[src/rtl/max7219_rx.sv]
// ---------------------------------------------------------------------------
// max7219_rx
//   Receive-side model of the MAX7219 3-wire serial interface. The SPI pins
//   are oversampled on clk and assembled into 16-bit frames (D15 first). Each
//   frame is decoded into the MAX7219 register set, and the registers drive
//   an 8x8 LED matrix: one row is active per slot, and the columns are
//   PWM-gated by intensity.
//
//   Optional build macro: MAX7219_DOUT_EN
//     defined   - dout is the registered bit shifted out of sreg[15], which
//                 lets devices be cascaded.
//     undefined - dout is tied to 0.
//
// Ports
//   clk, rst_n         system clock and asynchronous active-low reset
//   sclk, din, load_n  SPI inputs, asynchronous to clk
//   dout               cascade serial output
//   frame_vld          one-clk pulse for each accepted 16-bit frame
//   frame_err          one-clk pulse for each short frame (< 16 bits)
//   frame_addr/data    address and data of the last accepted frame
//   rd_addr, rd_data   combinational register read port
//   row_n, col         active-low row select and column data (registered)
// ---------------------------------------------------------------------------
module max7219_rx #(
    parameter int SCAN_DIV    = 1024,
    parameter int SYNC_STAGES = 2
) (
    input  logic       clk,
    input  logic       rst_n,
    input  logic       sclk,
    input  logic       din,
    input  logic       load_n,
    output logic       dout,
    output logic       frame_vld,
    output logic       frame_err,
    output logic [3:0] frame_addr,
    output logic [7:0] frame_data,
    input  logic [3:0] rd_addr,
    output logic [7:0] rd_data,
    output logic [7:0] row_n,
    output logic [7:0] col
);

    localparam int SW        = $clog2(SCAN_DIV);
    localparam int SLOT_UNIT = SCAN_DIV / 16;

    // ---------------- input synchronisers ----------------
    // load_n idles high, so its chain resets to 1. Otherwise the first
    // sample after reset would look like a rising edge and raise frame_err.
    logic [SYNC_STAGES-1:0] sclk_sync_q, din_sync_q, load_sync_q;
    logic                   sclk_prev_q, load_prev_q;

    always_ff @(posedge clk or negedge rst_n) begin
        if (!rst_n) begin
            sclk_sync_q <= '0;
            din_sync_q  <= '0;
            load_sync_q <= '1;
            sclk_prev_q <= 1'b0;
            load_prev_q <= 1'b1;
        end else begin
            sclk_sync_q <= {sclk_sync_q[SYNC_STAGES-2:0], sclk};
            din_sync_q  <= {din_sync_q[SYNC_STAGES-2:0], din};
            load_sync_q <= {load_sync_q[SYNC_STAGES-2:0], load_n};
            sclk_prev_q <= sclk_sync_q[SYNC_STAGES-1];
            load_prev_q <= load_sync_q[SYNC_STAGES-1];
        end
    end

    logic sclk_s, din_s, load_s;
    logic sclk_rise, load_rise, load_fall, shift_en;

    assign sclk_s    = sclk_sync_q[SYNC_STAGES-1];
    assign din_s     = din_sync_q[SYNC_STAGES-1];
    assign load_s    = load_sync_q[SYNC_STAGES-1];
    assign sclk_rise = sclk_s & ~sclk_prev_q;
    assign load_rise = load_s & ~load_prev_q;
    assign load_fall = ~load_s & load_prev_q;
    // Gate the shift on the previous load_n sample. An sclk rise that lands
    // in the same sample as the load_n rise therefore still shifts, and the
    // latch that follows includes that bit.
    assign shift_en  = sclk_rise & ~load_prev_q;

    // ---------------- shift / latch ----------------
    logic [15:0] sreg_q, sreg_d;
    logic [4:0]  cnt_q, cnt_inc, cnt_d;

    always_comb begin
        sreg_d  = shift_en ? {sreg_q[14:0], din_s} : sreg_q;
        cnt_inc = cnt_q;
        if (shift_en && cnt_q != 5'd16) cnt_inc = cnt_q + 5'd1;
        cnt_d   = (load_rise || load_fall) ? 5'd0 : cnt_inc;
    end

    logic        frame_vld_q, frame_err_q;
    logic [3:0]  frame_addr_q;
    logic [7:0]  frame_data_q;
    logic [7:0][7:0] digit_q;
    logic [7:0]  decode_q;
    logic [3:0]  inten_q;
    logic [2:0]  limit_q;
    logic        shdn_q, test_q;
    logic        wr_en;

    // The post-shift count and register are used here, so a frame whose last
    // bit arrives in the same sample as the load_n rise still counts as full.
    assign wr_en = load_rise && (cnt_inc == 5'd16);

    always_ff @(posedge clk or negedge rst_n) begin
        if (!rst_n) begin
            sreg_q       <= '0;
            cnt_q        <= '0;
            frame_vld_q  <= 1'b0;
            frame_err_q  <= 1'b0;
            frame_addr_q <= '0;
            frame_data_q <= '0;
            digit_q      <= '0;
            decode_q     <= '0;
            inten_q      <= '0;
            limit_q      <= '0;
            shdn_q       <= 1'b0;
            test_q       <= 1'b0;
        end else begin
            sreg_q      <= sreg_d;
            cnt_q       <= cnt_d;
            frame_vld_q <= wr_en;
            frame_err_q <= load_rise && (cnt_inc != 5'd16);
            if (wr_en) begin
                frame_addr_q <= sreg_d[11:8];
                frame_data_q <= sreg_d[7:0];
                case (sreg_d[11:8])
                    4'h1, 4'h2, 4'h3, 4'h4,
                    4'h5, 4'h6, 4'h7, 4'h8: digit_q[3'(sreg_d[11:8] - 4'd1)] <= sreg_d[7:0];
                    4'h9:    decode_q <= sreg_d[7:0];
                    4'hA:    inten_q  <= sreg_d[3:0];
                    4'hB:    limit_q  <= sreg_d[2:0];
                    4'hC:    shdn_q   <= sreg_d[0];
                    4'hF:    test_q   <= sreg_d[0];
                    default: ;
                endcase
            end
        end
    end

    assign frame_vld  = frame_vld_q;
    assign frame_err  = frame_err_q;
    assign frame_addr = frame_addr_q;
    assign frame_data = frame_data_q;

    // ---------------- cascade output ----------------
`ifdef MAX7219_DOUT_EN
    logic dout_q;
    always_ff @(posedge clk or negedge rst_n) begin
        if (!rst_n)        dout_q <= 1'b0;
        else if (shift_en) dout_q <= sreg_q[15];
    end
    assign dout = dout_q;
`else
    logic dout_unused;
    assign dout_unused = sreg_q[15];
    assign dout        = 1'b0;
`endif

    // ---------------- read port ----------------
    always_comb begin
        rd_data = 8'h00;
        case (rd_addr)
            4'h1, 4'h2, 4'h3, 4'h4,
            4'h5, 4'h6, 4'h7, 4'h8: rd_data = digit_q[3'(rd_addr - 4'd1)];
            4'h9:    rd_data = decode_q;
            4'hA:    rd_data = {4'h0, inten_q};
            4'hB:    rd_data = {5'h0, limit_q};
            4'hC:    rd_data = {7'h0, shdn_q};
            4'hF:    rd_data = {7'h0, test_q};
            default: rd_data = 8'h00;
        endcase
    end

    // ---------------- scan counters ----------------
    logic [SW-1:0] slot_q;
    logic [2:0]    row_q;

    always_ff @(posedge clk or negedge rst_n) begin
        if (!rst_n) begin
            slot_q <= '0;
            row_q  <= '0;
        end else if (slot_q == SW'(SCAN_DIV - 1)) begin
            slot_q <= '0;
            // The >= comparison also pulls the row back to 0 when scan_limit
            // has been lowered below the current row.
            row_q  <= (row_q >= limit_q) ? 3'd0 : row_q + 3'd1;
        end else begin
            slot_q <= slot_q + SW'(1);
        end
    end

    // ---------------- row / column drive ----------------
    logic [31:0] duty_w;
    logic        pwm_on;
    logic [7:0]  onehot, row_n_d, col_d, row_n_q, col_q;

    assign duty_w = (32'(inten_q) + 32'd1) * 32'(SLOT_UNIT);
    assign pwm_on = 32'(slot_q) < duty_w;
    assign onehot = 8'b1 << row_q;

    always_comb begin
        row_n_d = 8'hFF;
        col_d   = 8'h00;
        if (test_q) begin
            row_n_d = ~onehot;
            col_d   = 8'hFF;
        end else if (shdn_q) begin
            row_n_d = ~onehot;
            col_d   = pwm_on ? digit_q[row_q] : 8'h00;
        end
    end

    always_ff @(posedge clk or negedge rst_n) begin
        if (!rst_n) begin
            row_n_q <= 8'hFF;
            col_q   <= 8'h00;
        end else begin
            row_n_q <= row_n_d;
            col_q   <= col_d;
        end
    end

    assign row_n = row_n_q;
    assign col   = col_q;

endmodule
[config.mk]
export PLATFORM = sky130hd
export DESIGN_NAME = max7219_rx
export DESIGN_NICKNAME = d
export VERILOG_FILES = /design/src/rtl/max7219_rx.sv
export SDC_FILE = /design/constraint.sdc
export NUM_CORES = 1
export LEC_CHECK = 0
export BUFFER_PORTS_ARGS = -buffer_cell sky130_fd_sc_hd__buf_2
export CAP_MARGIN = 25
export CORE_ASPECT_RATIO = 0.8
export CORE_UTILIZATION = 57
export DETAILED_ROUTE_END_ITERATION = 16
export PLACE_DENSITY = 0.76
export SKIP_LAST_GASP = 1
export SLEW_MARGIN = 20
export SYNTH_ARGS = -nofsm -noshare
export SYNTH_HDL_FRONTEND = slang
export SYNTH_SLANG_ARGS = --single-unit
[constraint.sdc]
create_clock -name clk -period 8.3 [get_ports clk]
set_input_delay 0.415 -clock clk [delete_from_list [all_inputs] [get_ports clk]]
set_output_delay 0.415 -clock clk [all_outputs]
set_load 0.05 [all_outputs]
======== Word-level counts from Yosys, hierarchy flattened ========
Cells that the tools add are included.
storage, ports and cells
  bits in read-only memories .............. 0
  output and inout bits ................... 39
  input bits .............................. 9
  bits in latches ......................... 0
  bits in writable memories ............... 0
  memories ................................ 0
  bits in registers ....................... 149
operators by class
  $mul .................................... 0
  divide/modulo/power cells ............... 0
  order comparisons ....................... 6
  bitwise operators ....................... 8
  equality and inequality tests ........... 30
  muxes and demuxes ....................... 18
  shift operators ......................... 1
  reduce and logical (&&, ||, !) cells .... 13
  add/subtract/negate cells ............... 6
operators with widths
  operator                                              count
  bitwise mux 64 bit                                    1
  two-way mux 8 bit                                     8
  binary-select mux 8 bit (select 3 bit)                2
  equality test 4 bit (second input constant)           12
  case mux 8 bit (6 select lines)                       1
  equality test 4 x 3 -> 1 bit (second input constant)  8
  demux 8 bit (select 3 bit)                            1
  equality test 4 x 2 -> 1 bit (second input constant)  4
  OR reduction 8 bit                                    2
  < comparator 3 x 4 -> 1 bit (second input constant)   3
  two-way mux 12 bit                                    1
  AND reduction 2 bit                                   6
  < comparator 10 x 11 -> 1 bit                         1
  adder 10 x 1 -> 10 bit (second input constant)        1
  equality test 10 bit (second input constant)          1
  two-way mux 10 bit                                    1
  two-way mux 5 bit                                     2
  != test 5 bit (second input constant)                 2
  equality test 4 x 1 -> 1 bit (second input constant)  2
  NOT 8 bit                                             1
  << shifter 1 x 3 -> 8 bit (first input constant)      1
  subtractor 3 x 1 -> 3 bit (second input constant)     2
  adder 4 x 1 -> 5 bit (second input constant)          1
  adder 5 x 1 -> 5 bit (second input constant)          1
  9 further kinds                                       17

======== Depth between registers and ports, before layout ========
  depth after elaboration ................. 10
  depth in mapped cells ................... 9
  depth with buffers taken out ............ 8

======== Least setup slack after synthesis ========
OpenSTA, ideal clock, no wires.
  kind .................................... input port to output port
  start ................................... input port rd_addr[0]
  end ..................................... output port rd_data[0]
  arrival time ............................ 3848 ps
  slack ................................... 4037 ps
  stages on the path ...................... 9
  data required time ...................... 7885 ps
  path through ............................ clkbuf_1 -> buf_1 -> inv_1 -> ha_1 -> clkbuf_1 -> clkbuf_1 -> mux4_2 -> mux2i_1 -> o21ai_0
on the way
  cells in the longest elaborated chain, start to end .. 4
  elaborated cells between the ends (all ways) .. 18
ends and longest elaborated chain
  what                                     RTL line  text
  start, declared                          38        input logic [3:0] rd_addr,
  subtractor 3 x 1 -> 3 bit                168       4'h5, 4'h6, 4'h7, 4'h8: rd_data = digit_q[3'(rd_addr - 4'd1)];
  binary-select mux 8 bit (select 3 bit)   168
  two-way mux 8 bit (implied by the code)  168
  case mux 8 bit (6 select lines) (*)      166       case (rd_addr)
  end, declared                            39        output logic [7:0] rd_data,
Every way passes the cells marked *; elsewhere a longest branch is shown, timed or not. The select of a mux whose other input is x is not followed.

======== Worst setup path in the final report ========
  start ................................... input port rd_addr[0]
  end ..................................... output port rd_data[7]
Same word-level chain as after synthesis.

==> impl_metrics.json <==
{
  "synth.area.top_cells": "dfrtp_1, mux2_2, mux4_2, dfstp_2, ha_1",
  "n_fill_cell": 890,
  "hold_path.class": "in2async",
  "critPathTopFamily": "compound AO/OA/AOI/OAI gates",
  "grt_antenna_before_repair": 0,
  "postSynthCellCount": 548,
  "yosysWarnings": 0,
  "worstPathRequired_ns": 7.89,
  "min_period_over_period_pct": 44.2,
  "r2r-start": "load_prev_q$_DFF_PN1_",
  "syn_nets": 579,
  "antenna_left": 0,
  "track_usage_pct": 27.4,
  "route.detailed.drc": 0,
  "dieArea_um2": 13400,
  "arrival_ns": 3.26,
  "rrSetupSlack_ns": 4.75,
  "crit_cells": 8,
  "cts.path.max_buffers": 2,
  "viasPerCell": 6.31,
  "synth_seq_cells": 149,
  "worst_pin_slew_ns": 1.07,
  "timing.rr.end": "digit_q[62]$_DFFE_PN0P_",
  "path_clk_slew_ns": 0.05,
  "synth-async-reset-ratio_pct": 100,
  "cts_made_buffers": 17,
  "outcome": "complete, but fails checks",
  "rsz0062_at_grt": "no",
  "p_per_area_nw_per_um2": 198,
  "rows": 36,
  "syn_to_final_growth_pct": 12.9,
  "worstPathMaxFanout": 19,
  "cts_hold_buf": 0,
  "critPathLaunch": "rd_addr[0]",
  "finalMaxSlewViolations": 0,
  "skew_ns": 0.00927,
  "criticalPathCategory": "in2out",
  "clock_sinks": 149,
  "violations": "negative hold slack",
  "p_int_mw": 1.27,
  "start_util_pct": 59.5,
  "placement.io_buffers": 46,
  "synthFlopType": "dfrtp_1",
  "core_area_um2": 12400,
  "dr_total_vias": 4849,
  "dieHeight_um": 104,
  "fin_nets": 618,
  "ff2ff_path_depth": 5,
  "io_pins": 48,
  "antenna_cells": 0,
  "wl_per_cell_um": 22.0,
  "p_leak_nw": 3.92,
  "start_kind": "input port",
  "switchingPower_mw": 0.379,
  "syn-mean-instance-area_um2": 13.5,
  "place_congestion": 0.987,
  "synth.distinct_cells": 59,
  "setup_viol": 0,
  "crit_chain": "buf_2, inv_1, ha_1, a2111oi_0, nor2_1, a31oi_1, o21ai_0, buf_2",
  "grt_pass1_wl_um": 27200,
  "p_comb_share_pct": 6.5,
  "cap_violations": 0,
  "min_period_ns": 3.67,
  "path_buf_inv": 3,
  "grt.overflow.total": 0,
  "seq_power_share_pct": 45.6,
  "power_frac_clock_pct": 47.9,
  "critPathMaxStageDelay_ns": 0.73,
  "switching_share_pct": 23.0,
  "yosysTopAreaCell": "dfrtp_1",
  "peakVddDrop_mv": 0.155,
  "crit_slowest_cell": "a31oi_1",
  "cts_setup_buffers": 0,
  "h-tree-depth": 4,
  "max_slew_margin_pct": 28.2,
  "insertion_delay_ns": 0.42,
  "drive_gt1_share_pct": 38.6,
  "regArea_um2": 3740,
  "syn_area_um2": 7370,
  "dp.final_hpwl_um": 11300,
  "drt_first_iter_violations": 387,
  "tns_ns": 0,
  "hold_viol": 1,
  "whs_ns": -0.00342,
  "preCtsSetupSlack_ns": 4.68,
  "die_w_um": 129,
  "cp-end-kind": "output port",
  "drt-total-wl_um": 17000,
  "multi_input_area_um2": 3420,
  "firstDrtPassIters": 5,
  "cp_common_cell": "buf_2",
  "synth_edf_count": 0,
  "clockRootBuffer": "clkbuf_16",
  "cts_resized": 0,
  "synth_top_area_share_pct": 46.8,
  "setup_slack_ns": 4.63,
  "seq_area_frac_synth_pct": 50.7,
  "fmax_mhz": 272,
  "cts_tree": "built",
  "grt_max_degree": 77,
  "grt_pass1_vias": 4953
}
==> placed cells by master, fill, tap and decap left out, types with 4 or more instances in the layout <==
cell and count:
mux2_2 94, nand2_1 49, mux4_2 32, mux2i_1 17, nor2_1 14, dfrtp_1 138
bufinv_16 4, xor2_1 8, o21bai_1 8, o21a_1 4, inv_1 18, dfstp_2 11
and4_1 4, ha_1 22, clkinv_2 4, nand3_1 12, o22ai_1 4, and2_1 4
o21ai_0 14, clkbuf_16 17, buf_2 45, buf_4 4, xnor2_1 7
==> logic make-up after synthesis <==
logic type | synth area share [%]
DFF | 50.7
buffers and inverters | 2.93
other | 0.0509
xor gates and xnor gates | 1.78
AOI/OAI and AO/OA | 5.24
and+or+nand+nor | 8.77
muxes | 26.7
adders and majority gates | 3.73
==> synth_stat cells, drive strengths merged, types with 10 or more instances <==
cell type and number:
mux4 32, nor2 15, nand3 12, mux2i 18, clkbuf 21, o21ai 14, nand2 49, mux2 94
inv 18, buf 10, dfrtp 138, ha 22, dfstp 11
==> power groups by stage <==
stage	Sequential (mW)	Combinational (mW)	Clock [mW]
floorplan	0.761	0.0658	0
global placement	0.762	0.101	0
detailed placement	0.763	0.106	0
CTS	0.751	0.107	0.799
global route	0.753	0.117	0.833
finish	0.751	0.108	0.790
==> through the flow <==
stage	instance area [um2]	instances	power, mW	utilization, %
global placement	7710	737	0.863	62.2
global route	8330	769	1.70	67.2
CTS	8320	768	1.66	67.2
finish	8330	769	1.65	67.2
detailed placement	7710	738	0.870	62.3
floorplan	7370	548	0.826	-
==> area by class of cell <==
cell class	instances	area share, %
Inverter	19	0.856
Tap cell	171	2.57
Timing Repair Buffer	51	3.29
Clock inverter	10	1.88
Multi-Input combinational cell	349	41.1
Sequential cell	149	44.9
Clock buffer	20	5.36
==> layer usage <==
layer	vias to the layer above	track usage (%)	share of wire, %
met5	-	0	0
met3	33	6.82	7.1
met2	201	42.2	48
met1	2533	38.3	43
met4	0	8.74	2.0
li1	2082	-	-
==> state kept, by name, indices dropped and copies added (netlist names), 3 cells and up <==
register    flops
limit_q         3
col             8
frame_addr      4
frame_data      8
decode_q        8
sreg_q         12
row_q           3
row_n           8
slot_q         10
inten_q         4
digit_q        64
cnt_q           5
==> how the worst max path moves through the flow <==
stage / endpoint / slack [ns]
final: rd_data[7] / 4.63
after global routing: rd_data[7] / 4.35
after CTS: rd_data[0] / 4.67
after detailed placement: rd_data[0] / 4.68
after global placement: rd_data[0] / 4.84
after floorplan: rd_data[0] / 4.04
Note: power is estimated with default switching activity, not from simulation.
